===== src/rtl/tx_initiated_point_test_responder_pkg.sv =====
// Shared definitions for the D2C point-test sideband exchange: message codes,
// comparator control encodings, start-data fields and responder states.
package tx_initiated_point_test_responder_pkg;

  localparam int unsigned SB_MSG_W  = 4;
  localparam int unsigned SB_DATA_W = 16;
  localparam int unsigned CW_W      = 2;

  localparam logic [SB_MSG_W-1:0] MSG_NONE       = 4'b0000;
  localparam logic [SB_MSG_W-1:0] MSG_START_REQ  = 4'b0001;
  localparam logic [SB_MSG_W-1:0] MSG_START_RESP = 4'b0010;
  localparam logic [SB_MSG_W-1:0] MSG_CLR_REQ    = 4'b0011;
  localparam logic [SB_MSG_W-1:0] MSG_CLR_RESP   = 4'b0100;
  localparam logic [SB_MSG_W-1:0] MSG_RES_REQ    = 4'b0101;
  localparam logic [SB_MSG_W-1:0] MSG_RES_RESP   = 4'b0110;
  localparam logic [SB_MSG_W-1:0] MSG_END_REQ    = 4'b0111;
  localparam logic [SB_MSG_W-1:0] MSG_END_RESP   = 4'b1000;

  localparam logic [CW_W-1:0] CW_OFF     = 2'b00;
  localparam logic [CW_W-1:0] CW_CLEAR   = 2'b01;
  localparam logic [CW_W-1:0] CW_LFSR    = 2'b10;
  localparam logic [CW_W-1:0] CW_PERLANE = 2'b11;

  localparam int unsigned START_PATTERN_BIT = 0;
  localparam int unsigned START_BURST_BIT   = 4;
  localparam int unsigned START_MODE_BIT    = 5;

  typedef enum logic [2:0] {
    ST_IDLE          = 3'd0,
    ST_WAIT_START    = 3'd1,
    ST_WAIT_CLEAR    = 3'd2,
    ST_COMPARE       = 3'd3,
    ST_WAIT_END      = 3'd4,
    ST_TEST_FINISHED = 3'd5
  } pt_state_e;

  typedef struct packed {
    logic compare_mode;
    logic burst;
    logic valtrain;
  } pt_cfg_t;

  // Extract the test configuration carried in START_REQ data.
  function automatic pt_cfg_t decode_start_data(input logic [SB_DATA_W-1:0] data);
    pt_cfg_t cfg;
    cfg.compare_mode = data[START_MODE_BIT];
    cfg.burst        = data[START_BURST_BIT];
    cfg.valtrain     = data[START_PATTERN_BIT];
    return cfg;
  endfunction

endpackage


===== src/rtl/tx_initiated_point_test_responder_if.sv =====
// Sideband request/response bundle between the message mux and the responder.
interface tx_initiated_point_test_responder_if;
  import tx_initiated_point_test_responder_pkg::*;

  logic [SB_MSG_W-1:0]  i_sideband_message;
  logic [SB_DATA_W-1:0] i_sideband_data;
  logic                 i_sideband_message_valid;
  logic                 i_busy_negedge_detected;
  logic                 i_valid_rx;
  logic [SB_MSG_W-1:0]  o_sideband_message;
  logic                 o_valid_tx;
  logic [SB_DATA_W-1:0] o_sideband_data;
  logic                 o_data_valid;

  modport master (
    output i_sideband_message, i_sideband_data, i_sideband_message_valid,
           i_busy_negedge_detected, i_valid_rx,
    input  o_sideband_message, o_valid_tx, o_sideband_data, o_data_valid
  );

  modport slave (
    input  i_sideband_message, i_sideband_data, i_sideband_message_valid,
           i_busy_negedge_detected, i_valid_rx,
    output o_sideband_message, o_valid_tx, o_sideband_data, o_data_valid
  );

endinterface


===== src/rtl/tx_initiated_point_test_responder_sb_resp_valid_ctrl.sv =====
// Response valid / data-valid flags: set when a response is issued, cleared once
// the sideband TX has sent it and the RX side is idle. Clear beats set.
module tx_initiated_point_test_responder_sb_resp_valid_ctrl (
  input  logic clk,
  input  logic rst_n,
  input  logic flush,
  input  logic set,
  input  logic set_data,
  input  logic busy_negedge,
  input  logic valid_rx,
  output logic valid_tx,
  output logic data_valid
);

  logic clr_c;
  assign clr_c = busy_negedge && !valid_rx;

  always_ff @(posedge clk or negedge rst_n) begin
    if (!rst_n) begin
      valid_tx   <= 1'b0;
      data_valid <= 1'b0;
    end else if (flush || clr_c) begin
      valid_tx   <= 1'b0;
      data_valid <= 1'b0;
    end else if (set) begin
      valid_tx   <= 1'b1;
      data_valid <= set_data;
    end
  end

endmodule


===== src/rtl/tx_initiated_point_test_responder.sv =====
// Partner-side responder for the TX-initiated D2C point test: answers sideband
// requests, drives the local comparators and reports completion to the LTSM.
module tx_initiated_point_test_responder
  import tx_initiated_point_test_responder_pkg::*;
#(
  parameter int unsigned NUM_LANES = 16
) (
  input  logic                  clk,
  input  logic                  rst_n,
  tx_initiated_point_test_responder_if.slave sb,
  input  logic                  i_en,
  input  logic                  i_lfsr_or_perlane,
  input  logic [NUM_LANES-1:0]  i_compare_result,
  input  logic                  i_val_result,
  output logic [CW_W-1:0]       o_comparator_cw,
  output logic                  o_val_compare_en,
  output logic                  o_test_ack_rx
);

  pt_state_e            state_q, state_d;
  pt_cfg_t              cfg_q, cfg_d;
  logic [SB_MSG_W-1:0]  msg_q, msg_d;
  logic [SB_DATA_W-1:0] data_q, data_d;
  logic [CW_W-1:0]      cw_q, cw_d;
  logic                 val_en_q, val_en_d;
  logic                 ack_q, ack_d;
  logic                 resp_set, resp_set_data, resp_flush;
  logic                 valid_tx_q, data_valid_q;
  logic                 req_c;
  logic                 unused_cfg_bits;

  assign req_c = sb.i_sideband_message_valid;

  // Burst and compare-mode fields are carried for the initiator side only.
  assign unused_cfg_bits = cfg_q.burst ^ cfg_q.compare_mode;

  // Next-state and next-output decode.
  always_comb begin
    state_d       = state_q;
    cfg_d         = cfg_q;
    msg_d         = msg_q;
    data_d        = data_q;
    cw_d          = CW_OFF;
    val_en_d      = 1'b0;
    ack_d         = ack_q;
    resp_set      = 1'b0;
    resp_set_data = 1'b0;
    resp_flush    = 1'b0;

    if (!i_en) begin
      state_d = ST_IDLE;
    end else begin
      unique case (state_q)
        ST_IDLE: state_d = ST_WAIT_START;

        ST_WAIT_START: begin
          if (req_c && sb.i_sideband_message == MSG_START_REQ) begin
            cfg_d    = decode_start_data(sb.i_sideband_data);
            msg_d    = MSG_START_RESP;
            data_d   = '0;
            resp_set = 1'b1;
            state_d  = ST_WAIT_CLEAR;
          end
        end

        ST_WAIT_CLEAR: begin
          if (req_c && sb.i_sideband_message == MSG_CLR_REQ) begin
            msg_d    = MSG_CLR_RESP;
            data_d   = '0;
            resp_set = 1'b1;
            cw_d     = cfg_q.valtrain ? CW_OFF : CW_CLEAR;
            state_d  = ST_COMPARE;
          end
        end

        ST_COMPARE: begin
          if (req_c && sb.i_sideband_message == MSG_RES_REQ) begin
            msg_d         = MSG_RES_RESP;
            data_d        = cfg_q.valtrain ? SB_DATA_W'(i_val_result)
                                           : SB_DATA_W'(i_compare_result);
            resp_set      = 1'b1;
            resp_set_data = 1'b1;
            state_d       = ST_WAIT_END;
          end else if (cfg_q.valtrain) begin
            val_en_d = 1'b1;
          end else begin
            cw_d = i_lfsr_or_perlane ? CW_PERLANE : CW_LFSR;
          end
        end

        ST_WAIT_END: begin
          if (req_c && sb.i_sideband_message == MSG_END_REQ) begin
            msg_d    = MSG_END_RESP;
            data_d   = '0;
            resp_set = 1'b1;
            ack_d    = 1'b1;
            state_d  = ST_TEST_FINISHED;
          end
        end

        ST_TEST_FINISHED: state_d = ST_TEST_FINISHED;

        default: state_d = ST_IDLE;
      endcase
    end

    // Sitting in IDLE wipes every response, the ack and any stale config.
    if (state_q == ST_IDLE) begin
      msg_d      = MSG_NONE;
      data_d     = '0;
      ack_d      = 1'b0;
      cfg_d      = '0;
      resp_set   = 1'b0;
      resp_flush = 1'b1;
    end
  end

  always_ff @(posedge clk or negedge rst_n) begin
    if (!rst_n) begin
      state_q  <= ST_IDLE;
      cfg_q    <= '0;
      msg_q    <= MSG_NONE;
      data_q   <= '0;
      cw_q     <= CW_OFF;
      val_en_q <= 1'b0;
      ack_q    <= 1'b0;
    end else begin
      state_q  <= state_d;
      cfg_q    <= cfg_d;
      msg_q    <= msg_d;
      data_q   <= data_d;
      cw_q     <= cw_d;
      val_en_q <= val_en_d;
      ack_q    <= ack_d;
    end
  end

  tx_initiated_point_test_responder_sb_resp_valid_ctrl u_resp_valid (
    .clk          (clk),
    .rst_n        (rst_n),
    .flush        (resp_flush),
    .set          (resp_set),
    .set_data     (resp_set_data),
    .busy_negedge (sb.i_busy_negedge_detected),
    .valid_rx     (sb.i_valid_rx),
    .valid_tx     (valid_tx_q),
    .data_valid   (data_valid_q)
  );

  assign sb.o_sideband_message = msg_q;
  assign sb.o_sideband_data    = data_q;
  assign sb.o_valid_tx         = valid_tx_q;
  assign sb.o_data_valid       = data_valid_q;
  assign o_comparator_cw       = cw_q;
  assign o_val_compare_en      = val_en_q;
  assign o_test_ack_rx         = ack_q;

endmodule


===== src/flat_wrapper.sv =====
// flat-port wrapper written by rule: the top's interface ports become plain ports
module tx_initiated_point_test_responder_flat import tx_initiated_point_test_responder_pkg::*;
#(
  parameter int unsigned NUM_LANES = 16
)
  (clk, rst_n, i_en, i_lfsr_or_perlane, i_compare_result, i_val_result, o_comparator_cw, o_val_compare_en, o_test_ack_rx, sb_i_sideband_message, sb_i_sideband_data, sb_i_sideband_message_valid, sb_i_busy_negedge_detected, sb_i_valid_rx, sb_o_sideband_message, sb_o_valid_tx, sb_o_sideband_data, sb_o_data_valid);
  tx_initiated_point_test_responder_if sb_i ();
  input  logic clk;
  input  logic rst_n;
  input  logic i_en;
  input  logic i_lfsr_or_perlane;
  input  logic [NUM_LANES-1:0] i_compare_result;
  input  logic i_val_result;
  output logic [CW_W-1:0] o_comparator_cw;
  output logic o_val_compare_en;
  output logic o_test_ack_rx;
  input wire logic [$bits(sb_i.i_sideband_message)-1:0] sb_i_sideband_message;
  input wire logic [$bits(sb_i.i_sideband_data)-1:0] sb_i_sideband_data;
  input wire logic [$bits(sb_i.i_sideband_message_valid)-1:0] sb_i_sideband_message_valid;
  input wire logic [$bits(sb_i.i_busy_negedge_detected)-1:0] sb_i_busy_negedge_detected;
  input wire logic [$bits(sb_i.i_valid_rx)-1:0] sb_i_valid_rx;
  output wire logic [$bits(sb_i.o_sideband_message)-1:0] sb_o_sideband_message;
  output wire logic [$bits(sb_i.o_valid_tx)-1:0] sb_o_valid_tx;
  output wire logic [$bits(sb_i.o_sideband_data)-1:0] sb_o_sideband_data;
  output wire logic [$bits(sb_i.o_data_valid)-1:0] sb_o_data_valid;
  assign sb_i.i_sideband_message = sb_i_sideband_message;
  assign sb_i.i_sideband_data = sb_i_sideband_data;
  assign sb_i.i_sideband_message_valid = sb_i_sideband_message_valid;
  assign sb_i.i_busy_negedge_detected = sb_i_busy_negedge_detected;
  assign sb_i.i_valid_rx = sb_i_valid_rx;
  assign sb_o_sideband_message = sb_i.o_sideband_message;
  assign sb_o_valid_tx = sb_i.o_valid_tx;
  assign sb_o_sideband_data = sb_i.o_sideband_data;
  assign sb_o_data_valid = sb_i.o_data_valid;
  tx_initiated_point_test_responder #(.NUM_LANES(NUM_LANES)) u_core (.clk(clk), .rst_n(rst_n), .sb(sb_i), .i_en(i_en), .i_lfsr_or_perlane(i_lfsr_or_perlane), .i_compare_result(i_compare_result), .i_val_result(i_val_result), .o_comparator_cw(o_comparator_cw), .o_val_compare_en(o_val_compare_en), .o_test_ack_rx(o_test_ack_rx));
endmodule

===== config.mk =====
export PLATFORM = sky130hd
export DESIGN_NAME = tx_initiated_point_test_responder_flat
export DESIGN_NICKNAME = d
export VERILOG_FILES = /design/src/rtl/tx_initiated_point_test_responder_pkg.sv /design/src/rtl/tx_initiated_point_test_responder_if.sv /design/src/rtl/tx_initiated_point_test_responder_sb_resp_valid_ctrl.sv /design/src/rtl/tx_initiated_point_test_responder.sv /design/src/flat_wrapper.sv
export SDC_FILE = /design/constraint.sdc
export NUM_CORES = 1
export LEC_CHECK = 0
export BUFFER_PORTS_ARGS = -buffer_cell sky130_fd_sc_hd__buf_2
export CORE_ASPECT_RATIO = 0.5
export CORE_MARGIN = 2
export CORE_UTILIZATION = 40
export DETAILED_ROUTE_END_ITERATION = 7
export PLACE_DENSITY = 0.69
export SLEW_MARGIN = 30
export SYNTH_ARGS = -nofsm -noshare
export SYNTH_HDL_FRONTEND = slang
export SYNTH_SLANG_ARGS = --single-unit

===== constraint.sdc =====
create_clock -name clk -period 3.3 [get_ports clk]
set_input_delay 0.33 -clock clk [delete_from_list [all_inputs] [get_ports clk]]
set_output_delay 0.33 -clock clk [all_outputs]
set_load 0.005 [all_outputs]

==> results of run 1 <==
[kinds of logic after synthesis]
family	synth area share, %
compound gates	13.1
mux	12.2
buf+inv	9.99
simple gates	20.1
flops	43.9
xor+xnor	0.530
other cells	0.227
[per-stage QoR]
stage | power [mW] | std cells
finish | 0.839 | 276
detailed placement | 0.577 | 268
CTS | 0.847 | 276
global placement | 0.571 | 268
floorplan | 0.529 | 173
global route | 0.889 | 276
[placed cells by master (no fill, tap or decap), drive strengths merged, types with 3 or more instances in the layout]
master / count
nor2b: 3
dfrtp: 29
nand2: 22
inv: 21
and3b: 4
clkbuf: 8
buf: 54
a21oi: 9
nor2: 11
mux2: 3
o21ai: 3
nand3: 3
o21a: 4
a31oi: 5
mux2i: 16
[worst max-delay path, delay by kind of cell, from the launching register on]
kind                   cells  cell delay (ns)
and+or+nand+nor            2             0.55
muxes                      1             0.22
buffers and inverters      1             0.30
DFF                        1             0.59
AOI/OAI and AO/OA          1             0.55
[flip-flops by register name, indices dropped and copies added (netlist names)]
register	cells
u_core.sb.o_sideband_data	16
u_core.cfg_q	1
u_core.state_q	3
u_core.o_test_ack_rx	1
u_core.o_comparator_cw	2
u_core.o_val_compare_en	1
u_core.u_resp_valid.data_valid	1
u_core.sb.o_sideband_message	3
u_core.u_resp_valid.valid_tx	1
[routing by layer]
| layer | routed length, µm | up-vias | global-route usage (%) |
|---|---|---|---|
| met5 | 0 | - | 0 |
| met4 | 25 | 0 | 4.35 |
| met3 | 150 | 4 | 4.59 |
| met2 | 1790 | 28 | 28.5 |
| met1 | 1520 | 663 | 19.0 |
| li1 | - | 678 | - |
[path summary, 6_finish.rpt]
kind / endpoint / slack (ns) / cells after the start
min reg2reg: u_core.u_resp_valid.valid_tx / 0.49 / 1
max reg2reg: u_core.sb.o_sideband_data[2] / 0.99 / 5
min in group clk: u_core.sb.o_sideband_data[1] / 0.30 / 3
min: u_core.u_resp_valid.valid_tx / 0.07 / 1
max: u_core.sb.o_sideband_data[2] / 0.99 / 5
max in group asynchronous: u_core.sb.o_sideband_data[2] / 2.81 / 1
[area by class of cell]
class | count | area share [%]
well taps | 54 | 3.40
repair buffers | 54 | 13.7
clock buffers | 8 | 4.03
inverters | 21 | 3.96
flip-flops and latches | 29 | 36.5
multi-input cells | 110 | 38.4
[report_power, final]
part | switching [mW] | internal, mW | leakage [nW]
clock network | 0.122 | 0.149 | 0.0395
logic | 0.0871 | 0.0837 | 0.577
registers | 0.0223 | 0.375 | 0.399
total | 0.231 | 0.608 | 1.01
==> results.md, run 1 <==
- Clock sink count: 29
- Proportion of layout cells with a drive suffix above 1: a little under a third
- Nets: 265
- Bufs on Longest Clock Path: 2
- Slowest CP cell: dfrtp_1
- Prevailing post-synth register cell: dfrtp_1
- Skew-Pair Late Insertion Delay: 0.27 ns
- Register Area: 726 µm²
- PwrDens: 422 mW/mm²
- Core Box Area: 0.00392 mm²
- Yosys top cell area share: 43.9%
- Max-slew violations: 0
- Via Count: between 1000 and 1500
- Setup CP Type: flop to flop
- Vias in the first global route: 1313
- Async S/R FF share, synth: 100%
- Crit path cell chain: and4bb_2 > nand3_4 > a32oi_4 > buf_4 > mux2i_1
- Row count: 16
- Worst Path Max Fanout: 20
- WL/cell: 12.6 µm
- Status: finished clean
- Peak supply drop: 168 µV
- Worst-margin pin slew: roughly 0.63 ns
- Yosys top cell by area: dfrtp_1
- DP Worst Slack: 0.822 ns
- Final hold slack: 0.0712 ns
- Pre-antenna DRT Iters: 4
- Final HPWL DP: 2540 µm
- Syn Nets: 217
- Initial antenna violation count: 0
- Port Buffers: 53
- Final setup violation count: 0
- Crit-path max cell delay: ~0.6 ns
- Worst Hold Class: input port to async pin
- Number of fillers in the final layout: 370
- Antenna-violating nets left: 0
- Ys Warns: 0
- Num ports: 70
- Post-route DRC: 0
- WP data required: approximately 3.5 ns
- Area growth syn-to-layout: 20.4%
- Clk_skew: between 0.004 and 0.005 ns
- H-tree Lvls: 2
- Hold_buf cts: 0
- Max cap viols: 0
- Starting Density: a little over two fifths
- Top post-synthesis cells by count: dfrtp_1 (29), nand2_1 (22), inv_1 (21)
- Crit share post-route: 70.0%
- Die Y: 49.5 µm
- Fin util: 50.7%
- Die X: 94.9 µm
- Die area: 0.00469 mm²
- Fmax: 433 MHz
- Syn Area/Cell: 9.55 µm²
- Number of synthesized flops with an enable pin: 0
- Pin count of the biggest net entering global routing: 30
- Unrepaired setup endpoints after global routing: false
- Tmin final: ~2.3 ns
- Routed WL: 3490 µm
- First-pass GRT wire length: 5820 µm
- Register area share after synthesis: 43.9%
- Root buffer cell: clkbuf_8
- Gr usage total: between 10% and 20%
- Hold Vio Cnt, Final: 0
- Critical Path End Type: flop
- Synthesized flop and latch total: 29
- Antenna cells: 0
- Post_cts resized: 0
- CTS tree: done
- CP arrival: around 2.5 ns
- Largest cells by area after synthesis: dfrtp_1 (44%), mux2i_1 (9.7%), nand2_1 (5.0%)
- Multi-input gate area: 764 µm²
- GPL Wtd Cong: 0.813
- Grt ovf: 0
- DRT iter0 DRCs: 36
- Num CTS Buffers: 5
- Postcts setup bufs: 0
- Distinct cell type count after synthesis: 46
- Setup TNS: 0 ns
- Cell Area, Synth: 0.00165 mm²
- Syn Inst Count: 173
- CP startpoint: u_core.state_q[0]
- Reg-to-Reg Start: u_core.state_q[0]
- Startpoint types: flop
- Post-route worst setup slack: just under 1 ns
- Placed cell area: 0.00191 mm²
- Final Instance Area: 0.00199 mm²
- Clk pin slew, worst setup/hold paths: 0.06 ns
- Relative slew slack: 58.0%
- Via density per instance: just under 5
- Leak: 1.01 nW
- Count leader, synth: dfrtp_1
Note: power is estimated with default switching activity, not from simulation.
==> inputs of run 2 (changes only) <==
- clock period: 3.3 -> 2.2 ns (I/O delays scaled with it)
==> run 2 against run 1 <==
Net effect:
- critical path depth did not move
- count of clock-buffer cells in the layout down 3
- wire length about the same
- sequential share of layout area fell by 1.2 points
- register-to-register slack worse by 0.58 ns
- clock power up 56%
- combinational power increased by 70%
- global-route usage decreased by 0.44 points
- critical endpoint is now u_core.sb.o_sideband_data[14]
==> results.md, run 2 (same netlist as run 1, synthesis figures left out) <==
- Status: finished clean
- Setup CP Type: flop to flop
- Flop pwr share: 44.8% (-2.6 points)
- Fmax: 557 MHz (+29%)
- Tmin final: 1.79 ns (-0.516 ns)
- Hold Path Sink: u_core.sb.o_sideband_data[15]
- Initial antenna violation count: 0 (unchanged)
- Via density per instance: 4.96 (-0.27%)
- H-tree Lvls: 2 (unchanged)
- Startpoint types: flop
- Max-slew violations: 0 (unchanged)
- WP data required: 2.39 ns (-1.10 ns)
- Clk_skew: 0.00277 ns (-0.00161 ns)
- Final setup violation count: 0 (unchanged)
- Post-route DRC: 0 (unchanged)
- Gr usage total: 15.6% (-0.44 points)
- Clock sink count: 29 (unchanged)
- Num CTS Buffers: 5 (unchanged)
- HP Start: i_compare_result[15]
- Reg2Reg Setup Slack: 0.41 ns (-0.58 ns)
- Hold Vio Cnt, Final: 0 (unchanged)
- Pre-antenna DRT Iters: 4 (unchanged)
- Commonest non-fill, non-tap cells in the layout: buf_2 (53), dfrtp_1 (29), nand2_1 (22)
- Worst Hold Class: input port to flop
- Bufs on Longest Clock Path: 2 (unchanged)
- Clk pwr share: 32.7% (+0.4 points)
- Comb power frac: 22.5% (+2.1 points)
- Sw Ratio: 28.8% (+1.2 points)
- Commonest non-fill, non-tap cell in the layout: buf_2
- Fin util: 52.4% (+1.7 points)
- R2r endpoint: u_core.sb.o_sideband_data[14]
- Post-route worst setup slack: 0.405 ns (-0.584 ns)
- Routed WL: 3490 µm (about the same)
- Post_cts resized: 0 (unchanged)
- DP Worst Slack: 0.325 ns (-0.496 ns)
- GPL Wtd Cong: 0.788 (-3.1%)
- Antenna-violating nets left: 0 (unchanged)
- Peak supply drop: 274 µV (+63%)
- Max FFs per register: 16 (unchanged)
- PwrDens: 629 mW/mm² (+49%)
- Die area: 0.00469 mm² (unchanged)
- Sw Pwr: 372 µW (+61%)
- Die Y: 49.5 µm (unchanged)
- First-pass GRT wire length: 5760 µm (-0.95%)
- Worst Path Max Fanout: 10 (-50%)
- Num ports: 70 (unchanged)
- Proportion of layout cells with a drive suffix above 1: 33.5% (+2.8 points)
- Setup TNS: 0 ns (unchanged)
- Nets: 273 (+3.0%)
- Clk pin slew, worst setup/hold paths: 0.07 ns (about the same)
- CP arrival: 1.99 ns (-0.51 ns)
- Vias in the first global route: 1298 (-1.1%)
- Max cap viols: 0 (unchanged)
- CTS tree: done
- Cells on worst reg2reg path: 5 (unchanged)
- Row count: 16 (unchanged)
- Die X: 94.9 µm (unchanged)
- DRT iter0 DRCs: 74 (+110%)
- Pint: 921 µW (+51%)
- Starting Density: 42.1% (unchanged)
- Area growth syn-to-layout: 24.4%
- Hold depth: 3
- Relative slew slack: 57.7% (-0.29 points)
- Unrepaired setup endpoints after global routing: false
- Skew-Pair Late Insertion Delay: 0.27 ns (about the same)
- Port Buffers: 53 (unchanged)
- Root buffer cell: clkbuf_8
- Grt ovf: 0 (unchanged)
- WL/cell: 12.3 µm (-2.8%)
- Via Count: 1409 (+2.6%)
- Pin count of the biggest net entering global routing: 30 (unchanged)
- Final Non-Filler Cells: 284 (+2.9%)
- Cells after DPL: 275 (+2.6%)
- Crit share post-route: 81.6% (+12 points)
- Antenna cells: 0 (unchanged)
- Worst-margin pin slew: 0.634 ns (+0.00437 ns)
- Core Box Area: 0.00392 mm² (unchanged)
- Reg-to-Reg Start: u_core.state_q[1]
- Final HPWL DP: 2550 µm (+0.61%)
- Leak: 1.06 nW (+4.5%)
- Critical Path End Type: flop
## run 2: cell count changes in the layout (fill, tap and decap cells not counted)
cell / change
buf_4: +7
clkbuf_1: -3
clkinv_2: +2
clkinvlp_4: +1
dlygate4sd3_1: +1
nor2_1: +1
nor2_2: -1
## run 2: layer usage
metal	global-route usage (%)	vias up	share of wire, %
met5	0	-	0
met4	3.62	0	0.63
met3	4.13	5	3.5
met2	26.7	27	50
met1	19.8	679	46
li1	-	698	-
## run 2: power groups by stage
stage / clock (mW) / combinational (mW) / sequential, mW
final: 0.423 / 0.291 / 0.579
after global routing: 0.467 / 0.318 / 0.582
after CTS: 0.433 / 0.293 / 0.579
after detailed placement: 0 / 0.291 / 0.589
after global placement: 0 / 0.285 / 0.588
after floorplan: 0 / 0.204 / 0.589
## run 2: how the worst max path moves through the flow
stage / start / endpoint / slack, ns / cells past startpoint
floorplan: u_core.state_q[1] / u_core.sb.o_sideband_data[0] / 0.41 / 5
global placement: sb_i_sideband_message[3] / u_core.sb.o_sideband_data[5] / 0.37 / 6
detailed placement: sb_i_sideband_message[3] / u_core.sb.o_sideband_data[14] / 0.33 / 6
CTS: u_core.state_q[1] / u_core.sb.o_sideband_data[14] / 0.39 / 5
global route: u_core.state_q[0] / u_core.sb.o_sideband_data[11] / 0.29 / 6
finish: u_core.state_q[1] / u_core.sb.o_sideband_data[14] / 0.41 / 5
## run 2: metrics by stage
| step | cell area (µm²) | hold WS, ns | total power [mW] |
|---|---|---|---|
| 2_1_floorplan | 1650 | -0.0756 | 0.793 |
| 3_3_place_gp | 1960 | 0.286 | 0.873 |
| 6_report | 2060 | 0.181 | 1.29 |
| 4_1_cts | 2060 | 0.175 | 1.30 |
| 5_1_grt | 2060 | 0.170 | 1.37 |
| 3_5_place_dp | 1960 | 0.289 | 0.879 |
## run 2: final cells by class
cell class | count | area [µm²]
multi-input combinational | 110 | 762
sequential | 29 | 726
tap | 54 | 67.6
clock buffer | 5 | 68.8
fill | 362 | 1870
timing repair buffer | 62 | 335
inverter | 21 | 78.8
clock inverter | 3 | 17.5
## run 2: worst max-delay path, stage by stage, from the launching register on
cell      delay (ns)
dfrtp_1         0.41
and4bb_2        0.37
nand3_4         0.10
a32oi_4         0.33
buf_4           0.28
mux2i_1         0.22
## run 2: repair_timing
action,4_1_cts,5_1_grt
buffers inserted,0,0
endpoints found under the hold margin,29,0
hold buffers,1,0
==> inputs of run 3 (changes only) <==
- PLACE_DENSITY: 0.69 -> 0.71
- clock period: 2.2 -> 1.6 ns (I/O delays scaled with it)
==> run 3 against run 2 <==
Net effect:
- the flow now finishes with violations (negative setup slack)
- via count rose by 4.3%
- sequential power rose by 37%
- power rose by 48%
- highest routed layer unchanged
==> results.md, run 3 (same netlist as run 1, synthesis figures left out) <==
- Status: finished with violations
- Failing checks: negative setup slack
- Port Buffers: 53 (unchanged)
- Final HPWL DP: 2730 µm (+6.8%)
- Cells on worst reg2reg path: 7 (+2)
- Post-route worst setup slack: -0.0142 ns (-0.420 ns)
- Unrepaired setup endpoints after global routing: true
- Root buffer cell: clkbuf_8
- CP arrival: 1.81 ns (-0.18 ns)
- Starting Density: 42.1% (unchanged)
- Area growth syn-to-layout: 36.3%
- Leak: 1.16 nW (+9.2%)
- Initial antenna violation count: 0 (unchanged)
- Max FFs per register: 16 (unchanged)
- Crit share post-route: 101% (+19 points)
- Relative slew slack: 54.6% (-3.2 points)
- Proportion of layout cells with a drive suffix above 1: 40.2% (+6.8 points)
- Pre-antenna DRT Iters: 4 (unchanged)
- H-tree Lvls: 2 (unchanged)
- Via density per instance: 4.90 (-1.2%)
- Worst Path Max Fanout: 8 (-2)
- Buf/Inv on CP: 3 (+2)
- DRT iter0 DRCs: 18 (-76%)
- Post-route DRC: 0 (unchanged)
- PwrDens: 851 mW/mm² (+35%)
- Antenna-violating nets left: 0 (unchanged)
- Commonest non-fill, non-tap cell in the layout: buf_2
- Hold Path Sink: u_core.sb.o_sideband_data[1]
- Startpoint types: flop
- Num ports: 70 (unchanged)
- Crit-path max cell delay: 0.40 ns (about the same)
- Clk_skew: 0.00481 ns (+0.00203 ns)
- Die Y: 49.5 µm (unchanged)
- Placed cell area: 0.00205 mm² (+4.5%)
- Hold depth: 3 (unchanged)
- Num CTS Buffers: 5 (unchanged)
- Fmax: 619 MHz (+11%)
- Delay-heaviest family, CP: buffers and inverters
- Setup CP Type: flop to flop
- Die area: 0.00469 mm² (unchanged)
- Skew-Pair Late Insertion Delay: 0.28 ns (about the same)
- Vias in the first global route: 1462 (+13%)
- First-pass GRT wire length: 6550 µm (+14%)
- Clk pin slew, worst setup/hold paths: 0.07 ns (about the same)
- Routed WL: 3850 µm (+10%)
- Core Box Area: 0.00392 mm² (unchanged)
- Antenna cells: 0 (unchanged)
- WP data required: 1.80 ns (-0.59 ns)
- Reg2Reg Setup Slack: -0.01 ns (-0.42 ns)
- Hold Vio Cnt, Final: 0 (unchanged)
- R2r endpoint: u_core.sb.o_sideband_data[13]
- Crit path cell chain: buf_4 > nor3b_2 > o21ai_2 > a32oi_4 > buf_6 > buf_12 > mux2i_2
- Critical Path End Type: flop
- CTS tree: done
- Tmin final: 1.61 ns (-0.180 ns)
- Grt ovf: 0 (unchanged)
- Reg-to-Reg Start: u_core.state_q[0]
- Peak supply drop: 288 µV (+5.2%)
- Worst Hold Class: input port to flop
- Bufs on Longest Clock Path: 2 (unchanged)
- Gr usage total: 18.2% (+2.6 points)
- Slowest CP cell: dfrtp_1
- Die X: 94.9 µm (unchanged)
- Via Count: 1470 (+4.3%)
- Pin count of the biggest net entering global routing: 30 (unchanged)
- Row count: 16 (unchanged)
- GPL Wtd Cong: 0.797 (+1.2%)
- Cells after DPL: 285 (+3.6%)
- Nets: 289 (+5.9%)
- CP startpoint: u_core.state_q[0]
- Final Instance Area: 0.00225 mm² (+9.6%)
- Max cap viols: 0 (unchanged)
- Final setup violation count: 1 (+1)
- Max-slew violations: 0 (unchanged)
- Worst-margin pin slew: 0.681 ns (+0.0475 ns)
- Final Non-Filler Cells: 300 (+5.6%)
- DP Worst Slack: -0.0613 ns (-0.387 ns)
- WL/cell: 12.8 µm (+4.5%)
- Clock sink count: 29 (unchanged)
- HP Start: i_compare_result[1]
- Commonest non-fill, non-tap cells in the layout: buf_2 (53), dfrtp_1 (29), nand2_1 (22)
==> run 3: how the worst max path moves through the flow <==
stage / cells past startpoint / endpoint
6_report: 7 / u_core.sb.o_sideband_data[13]
5_1_grt: 7 / u_core.sb.o_sideband_data[13]
4_1_cts: 6 / u_core.sb.o_sideband_data[9]
3_5_place_dp: 5 / u_core.sb.o_sideband_data[15]
3_3_place_gp: 5 / u_core.sb.o_sideband_data[13]
2_1_floorplan: 5 / u_core.sb.o_sideband_data[0]
==> run 3: repair_timing <==
| item | in CTS | in global routing |
|---|---|---|
| hold endpoints to repair | 29 | 0 |
| setup endpoints to repair | 17 | 20 |
| buffers inserted | 3 | 2 |
| pin swaps | 2 | 4 |
| hold buffers | 1 | 0 |
| cloned | 1 | 0 |
| resized for setup | 2 | 10 |
==> run 3: layer usage <==
metal / share of wire [%] / global-route usage [%]
met1: 46 / 22.1
met2: 48 / 30.4
met3: 4.4 / 4.28
met4: 2.0 / 9.18
met5: 0 / 0
==> run 3: through the flow <==
step                      utilization (%)  total power, mW  hold slack [ns]  TNS, ns
after floorplan                         -             1.09           -0.136    -1.84
after global placement               52.2             1.24            0.225   -0.283
after detailed placement             52.2             1.25            0.240   -0.645
after CTS                            56.0             1.91            0.107   -0.490
after global routing                 57.4             2.03            0.103    -1.30
final                                57.4             1.92            0.114  -0.0142
==> run 3: worst reg2reg max path, delay by kind of cell, from the launching register on <==
family	cells	cell delay, ns
simple gates	1	0.20
flops	1	0.40
mux	1	0.21
buf+inv	3	0.43
compound gates	2	0.29
==> run 3: cell type report <==
| class | instances | area (µm²) |
|---|---|---|
| repair buffers | 78 | 495 |
| inverters | 21 | 78.8 |
| flip-flops and latches | 29 | 726 |
| multi-input cells | 110 | 800 |
| well taps | 54 | 67.6 |
| fillers | 374 | 1670 |
| clock inverters | 3 | 17.5 |
| clock buffers | 5 | 68.8 |
==> run 3: power breakdown <==
part | internal [mW] | total [mW] | switching, mW
sequential | 0.774 | 0.796 | 0.0222
clock | 0.299 | 0.593 | 0.293
combinational | 0.289 | 0.528 | 0.239
total | 1.36 | 1.92 | 0.554
